$ cat src/rtl/uart_tx_fifo.sv
// UART transmitter with a small character queue.
// Configurable data width, parity and stop bits; frames leave back-to-back while queued.
module uart_tx_fifo #(
    parameter int CLK_FREQUENCY = 100_000_000,
    parameter int BAUD_RATE     = 19_200,
    parameter int DATA_BITS     = 8,
    parameter int PARITY_MODE   = 0,
    parameter int STOP_BITS     = 1,
    parameter int FIFO_DEPTH    = 4
) (
    input  logic                 clk,
    input  logic                 rst,
    input  logic [DATA_BITS-1:0] din,
    input  logic                 send,
    output logic                 full,
    output logic                 empty,
    output logic                 overflow,
    output logic                 busy,
    output logic                 tx_out
);

    localparam int BAUD_CLOCKS = CLK_FREQUENCY / BAUD_RATE;
    localparam int BW = (BAUD_CLOCKS > 1) ? $clog2(BAUD_CLOCKS) : 1;
    localparam int AW = $clog2(FIFO_DEPTH);
    localparam int CW = AW + 1;
    localparam int IW = $clog2(DATA_BITS);

    localparam logic [BW-1:0] BAUD_LAST = BW'(BAUD_CLOCKS - 1);
    localparam logic [IW-1:0] BIT_LAST  = IW'(DATA_BITS - 1);
    localparam logic          STOP_LAST = 1'(STOP_BITS - 1);

    typedef enum logic [2:0] {
        IDLE,
        START,
        DATA,
        PARITY,
        STOP
    } state_t;

    logic [DATA_BITS-1:0] mem [FIFO_DEPTH];
    logic [AW-1:0]        wr_ptr;
    logic [AW-1:0]        rd_ptr;
    logic [CW-1:0]        count;
    logic                 wr_en;
    logic                 pop;

    state_t               state;
    state_t               state_n;
    logic [BW-1:0]        baud_cnt;
    logic [BW-1:0]        baud_n;
    logic [IW-1:0]        bit_idx;
    logic [IW-1:0]        bit_n;
    logic                 stop_cnt;
    logic                 stop_n;
    logic [DATA_BITS-1:0] frame;
    logic                 baud_wrap;
    logic                 par_bit;
    logic                 tx_n;
    logic                 busy_n;

    assign wr_en     = send && !full;
    assign full      = (count == CW'(FIFO_DEPTH));
    assign empty     = (count == '0);
    assign baud_wrap = (baud_cnt == BAUD_LAST);
    assign par_bit   = (PARITY_MODE == 2) ? ~^frame : ^frame;

    always_ff @(posedge clk) begin
        if (wr_en) begin
            mem[wr_ptr] <= din;
        end
    end

    // A write while full is dropped even if the FSM pops this cycle.
    always_ff @(posedge clk) begin
        if (rst) begin
            wr_ptr   <= '0;
            rd_ptr   <= '0;
            count    <= '0;
            overflow <= 1'b0;
        end else begin
            overflow <= send && full;
            if (wr_en) begin
                wr_ptr <= wr_ptr + 1'b1;
            end
            if (pop) begin
                rd_ptr <= rd_ptr + 1'b1;
            end
            unique case ({wr_en, pop})
                2'b10:   count <= count + 1'b1;
                2'b01:   count <= count - 1'b1;
                default: ;
            endcase
        end
    end

    always_ff @(posedge clk) begin
        if (rst) begin
            state    <= IDLE;
            baud_cnt <= '0;
            bit_idx  <= '0;
            stop_cnt <= 1'b0;
            frame    <= '0;
            tx_out   <= 1'b1;
            busy     <= 1'b0;
        end else begin
            state    <= state_n;
            baud_cnt <= baud_n;
            bit_idx  <= bit_n;
            stop_cnt <= stop_n;
            tx_out   <= tx_n;
            busy     <= busy_n;
            if (pop) begin
                frame <= mem[rd_ptr];
            end
        end
    end

    always_comb begin
        state_n = state;
        baud_n  = baud_wrap ? '0 : baud_cnt + 1'b1;
        bit_n   = bit_idx;
        stop_n  = stop_cnt;
        pop     = 1'b0;
        unique case (state)
            IDLE: begin
                baud_n = '0;
                if (!empty) begin
                    state_n = START;
                    pop     = 1'b1;
                end
            end
            START: begin
                if (baud_wrap) begin
                    state_n = DATA;
                    bit_n   = '0;
                end
            end
            DATA: begin
                if (baud_wrap) begin
                    if (bit_idx == BIT_LAST) begin
                        state_n = (PARITY_MODE != 0) ? PARITY : STOP;
                        stop_n  = 1'b0;
                    end else begin
                        bit_n = bit_idx + 1'b1;
                    end
                end
            end
            PARITY: begin
                if (baud_wrap) begin
                    state_n = STOP;
                    stop_n  = 1'b0;
                end
            end
            STOP: begin
                if (baud_wrap) begin
                    if (stop_cnt == STOP_LAST) begin
                        // Chain straight into the next frame when one is queued.
                        if (!empty) begin
                            state_n = START;
                            pop     = 1'b1;
                        end else begin
                            state_n = IDLE;
                        end
                    end else begin
                        stop_n = stop_cnt + 1'b1;
                    end
                end
            end
            default: state_n = IDLE;
        endcase
    end

    // Line level is decoded from the next state so tx_out stays a flop output.
    always_comb begin
        tx_n   = 1'b1;
        busy_n = (state_n != IDLE);
        unique case (state_n)
            START:   tx_n = 1'b0;
            DATA:    tx_n = frame[bit_n];
            PARITY:  tx_n = par_bit;
            default: tx_n = 1'b1;
        endcase
    end

endmodule

$ cat config.mk
export PLATFORM = sky130hd
export DESIGN_NAME = uart_tx_fifo
export DESIGN_NICKNAME = d
export VERILOG_FILES = /design/src/rtl/uart_tx_fifo.sv
export SDC_FILE = /design/constraint.sdc
export NUM_CORES = 1
export LEC_CHECK = 0
export CORE_MARGIN = 10
export CORE_UTILIZATION = 37
export CTS_BUF_LIST = sky130_fd_sc_hd__clkbuf_4 sky130_fd_sc_hd__clkbuf_8
export DETAILED_ROUTE_END_ITERATION = 10
export SLEW_MARGIN = 20
export SYNTH_ARGS = -nofsm -noshare
export SYNTH_HDL_FRONTEND = slang
export SYNTH_SLANG_ARGS = --single-unit
$ cat constraint.sdc
create_clock -name clk -period 4.1 [get_ports clk]
set_clock_uncertainty 0.05 [all_clocks]
set_input_delay 1.23 -clock clk [delete_from_list [all_inputs] [get_ports clk]]
set_output_delay 1.23 -clock clk [all_outputs]
set_load 0.005 [all_outputs]
==> metrics.sh <==
OUTCOME='finished clean'
YOSYS_WARNINGS=0
FINAL_ROUTED_DRC_VIOLATION_TOTAL=0
CLK_PATH_BUF_DEPTH=2
WORSTREGTOREGCELLS=10
SYNTH_ASYNC_SR_FLOP_SHARE_PCT=0
NUMBER_OF_SYNTHESIZED_FLOPS_WITH_AN_ENABLE_PIN=32
REG2REG_TO='count[2]$_SDFFE_PP0P_'
POST-SYNTH-TOP-COUNT-CELL='sky130_fd_sc_hd__nor2_1'
MAX-CAP-VIOLATIONS=0
REG2REG_SLACK_NS=0.77
DRT-TOTAL-WL_MM=5.195
TIMING.FINAL.WS_SETUP_NS=0.7670
FP.COREAREA_UM2=8134
ARRIVAL_NS=3.54
SYN_AREA_UM2=3055
SYNTH_SEQUENTIAL_AREA_RATIO_PCT=55.69
FIRST_PASS_GRT_WIRE_LENGTH_MM=8.935
TIMING.FINAL.CRIT_PERIOD_NS=3.333
GP_ROUTABILITY_CONGESTION=0.7067
ANTENNA_FOUND_INITIAL=0
DRT_FIRST_PASS_ITERS=4
DPL.CELL_COUNT=368
NUMBER_OF_DIODES_ADDED_FOR_ANTENNA_FIXING=0
GRT_MAX_DEGREE=15
FLOORPLAN.DIE.HEIGHT_UM=110.9
NUMCTSBUFFERS=9
DIE-WIDTH_UM=110.9
SETUP_VIOL_COUNT_FINAL=0
SYNTHDOMINANTCELLAREASHARE_PCT=31.45
TNS_NS=0
TRITONCTS='yes'
GLOBAL_ROUTE.USAGE.TOTAL_PCT=8.850
CLKTRANSATPATHREGS_NS=0.08
DETAILEDPLACE.WORSTSLACK_NS=0.7638
ANTENNA_VIOLATING_NETS_POST_ROUTE=0
CTS.SINK_COUNT=69
SYNTHESIS.AREA_PER_INSTANCE_UM2=11.89
SYNTH_LARGEST_AREA_CELL='sky130_fd_sc_hd__edfxtp_1'
PLACEDINSTANCEAREA_UM2=3296
SYN2LAYOUT_AREA_GROWTH_PCT=14.46
SYN_INST_COUNT=257
NUMBER_OF_NETS_PRODUCED_BY_SYNTHESIS=276
FP-ROW-COUNT=33
REPORT.FINAL.HOLD_VIOL_COUNT=0
FINISH.CELL_COUNT_WITHOUT_FILLERS=384
DRIVE_GT1_SHARE_PCT=12.19
FILLERS=756
CRITICAL_PATH_REQUIRED_TIME_NS=4.31
POSTSYNTHREGISTERBITS=69
PATH_MAX_FANOUT=10
CRITICAL_PATH.REG2REG.STARTPOINT='baud_cnt[8]$_SDFF_PP0_'
SLEW_HEADROOM_PCT=50.94
DIEAREA_UM2=12290
WORST_IR_DROP_VDD_V=0.0002718
FIRST_GLOBAL_VIAS=1882
DETAIL_ROUTE.WL_PER_CELL_UM=13.53
SYNTH_CELL_TYPES=43
POST_CTS_SETUP_BUFS=0
CLK_ROOT_BUFFER_CELL='sky130_fd_sc_hd__clkbuf_8'
FINALNETCOUNT=293
MULTI_INPUT_COMB_AREA_UM2=1267
POWERDENSITY_nW_PER_UM2=597.0
IO_PINS=16
CRIT_START='baud_cnt[8]$_SDFF_PP0_'
H-TREE-DEPTH=3
DESIGN_AREA_UM2=3497
CRITICAL_PATH.ENDPOINT='count[2]$_SDFFE_PP0P_'
WORSTSETUPSTARTPOINTTYPE='flip-flop'
POST_CTS.RESIZED_INSTANCES=0
HOLD_PATH_CLASS='flip-flop to flip-flop'
FINAL_CYCLE_SHARE_PCT=81.29
YOSYS-TOP-CELLS-COUNT='sky130_fd_sc_hd__nor2_1 (38), sky130_fd_sc_hd__dfxtp_1 (37), sky130_fd_sc_hd__edfxtp_1 (32)'
CTS-HOLD-FIX-BUFFERS=0
SETUP.WORST_PATH.END_CLASS='flip-flop'
SLEW_VIOL_FINAL=0
GRT.OVERFLOW.TOTAL=0
SYNTHTOPCELLSBYAREA='sky130_fd_sc_hd__edfxtp_1 (31%), sky130_fd_sc_hd__dfxtp_1 (24%), sky130_fd_sc_hd__mux4_2 (5.9%), sky130_fd_sc_hd__nor2_1 (4.7%), sky130_fd_sc_hd__mux2i_1 (4.3%)'
PLACE.DETAILED.HPWL_MM=3.684
DETAILEDROUTE.FIRSTITERATIONVIOLATIONS=60
REGAREA_UM2=1702
DRT-VIAS-PER-INSTANCE=4.852
MAX_CLOCK_FREQ_MHz=300.0
GRT_SETUP_UNREPAIRED='false'
BUFFER_PORTS.INSERTED=15
CLOCK_INSERTION_DELAY_WORST_SKEW_NS=0.34
POSTSYNTH.TOPFLOPCELL='sky130_fd_sc_hd__dfxtp_1'
LEAKAGEPOWER_uW=0.001181
VIAS=1863
WORSTMARGINPINSLEW_NS=0.7302
START_UTIL_PCT=37.56
FIN_UTIL_PCT=42.99
CRITPATHKIND='flip-flop to flip-flop'
==> worst min-delay path by stage <==
stage	start	slack [ns]	end	cells after the start
after CTS	baud_cnt[0]$_SDFF_PP0_	0.41	baud_cnt[0]$_SDFF_PP0_	1
after global placement	baud_cnt[0]$_SDFF_PP0_	0.39	baud_cnt[0]$_SDFF_PP0_	1
after detailed placement	baud_cnt[0]$_SDFF_PP0_	0.39	baud_cnt[0]$_SDFF_PP0_	1
after floorplan	baud_cnt[0]$_SDFF_PP0_	0.38	baud_cnt[0]$_SDFF_PP0_	1
final	baud_cnt[0]$_SDFF_PP0_	0.41	baud_cnt[0]$_SDFF_PP0_	1
after global routing	baud_cnt[0]$_SDFF_PP0_	0.46	baud_cnt[0]$_SDFF_PP0_	1
==> stage by stage <==
step | hold WS (ns) | power [uW]
after floorplan | 0.3763 | 1405
after global placement | 0.3939 | 1543
after detailed placement | 0.3948 | 1561
after CTS | 0.4137 | 2127
after global routing | 0.4594 | 2229
final | 0.4140 | 2088
==> layer usage <==
layer / part of all wire, % / global-route usage (%)
met1: 46 / 9.916
met2: 49 / 14.62
met3: 4.0 / 3.355
met4: 0.46 / 3.906
met5: 0 / 0
==> power by group <==
group / switching [uW] / leakage [uW] / total, uW / internal (uW)
logic: 276 / 0.000482 / 598 / 322
clock network: 262 / 0.000105 / 555 / 293
registers: 105 / 0.000595 / 935 / 830
==> kinds of logic (layout without fill, tap and decap cells) <==
group / Yosys count / count (layout) / share of synthesized area [%]
compound gates: 21 / 21 / 4.218
xor+xnor: 22 / 22 / 6.306
fa+ha+maj: 8 / 8 / 3.522
buf+inv: 19 / 41 / 2.825
flops: 69 / 69 / 55.69
mux: 21 / 21 / 10.16
simple gates: 97 / 97 / 17.28
==> cell type report <==
cell class | count | area share [%]
Clock buffer | 10 | 3.757
Clock inverter | 6 | 2.004
Inverter | 8 | 0.8587
Multi-Input combinational cell | 169 | 36.24
Sequential cell | 69 | 48.66
Tap cell | 105 | 3.757
Timing Repair Buffer | 17 | 4.723
==> flip-flops by register name (all words and copies together), names as in the netlist <==
signal    flops
baud_cnt     13
bit_idx       3
busy          1
count         3
frame         8
mem          32
overflow      1
rd_ptr        2
state         3
tx_out        1
wr_ptr        2
==> critical path: stages, from the launching register on <==
cell and delay (ns):
sky130_fd_sc_hd__dfxtp_1 0.36, sky130_fd_sc_hd__or4b_4 0.56, sky130_fd_sc_hd__or3_1 0.54, sky130_fd_sc_hd__and2_4 0.24, sky130_fd_sc_hd__nor4_4 0.23, sky130_fd_sc_hd__ha_1 0.22, sky130_fd_sc_hd__inv_1 0.06, sky130_fd_sc_hd__fa_1 0.37
sky130_fd_sc_hd__xor2_1 0.16, sky130_fd_sc_hd__or3_1 0.31, sky130_fd_sc_hd__a21oi_1 0.14
==> placed cells by master, fill, tap and decap left out, types with 2 or more instances in the layout <==
cell,count
sky130_fd_sc_hd__or3_1,3
sky130_fd_sc_hd__xnor2_1,13
sky130_fd_sc_hd__o21ai_0,6
sky130_fd_sc_hd__mux4_2,8
sky130_fd_sc_hd__mux2i_1,13
sky130_fd_sc_hd__a21oi_1,6
sky130_fd_sc_hd__inv_6,2
sky130_fd_sc_hd__inv_1,8
sky130_fd_sc_hd__nand3_1,6
sky130_fd_sc_hd__buf_4,2
sky130_fd_sc_hd__nand2_1,13
sky130_fd_sc_hd__clkdlybuf4s50_1,15
sky130_fd_sc_hd__and3_1,7
sky130_fd_sc_hd__dfxtp_1,37
sky130_fd_sc_hd__xor2_1,9
sky130_fd_sc_hd__clkbuf_8,9
sky130_fd_sc_hd__nor4_2,2
sky130_fd_sc_hd__nor2_1,38
sky130_fd_sc_hd__edfxtp_1,32
sky130_fd_sc_hd__o211ai_1,2
sky130_fd_sc_hd__ha_1,7
sky130_fd_sc_hd__and2_1,2
sky130_fd_sc_hd__o22ai_1,2
sky130_fd_sc_hd__nand4_1,2
sky130_fd_sc_hd__nand2b_1,4
sky130_fd_sc_hd__nor2b_1,4
sky130_fd_sc_hd__nor3_1,5
sky130_fd_sc_hd__clkinv_4,2
Note: power is estimated with default switching activity, not from simulation.
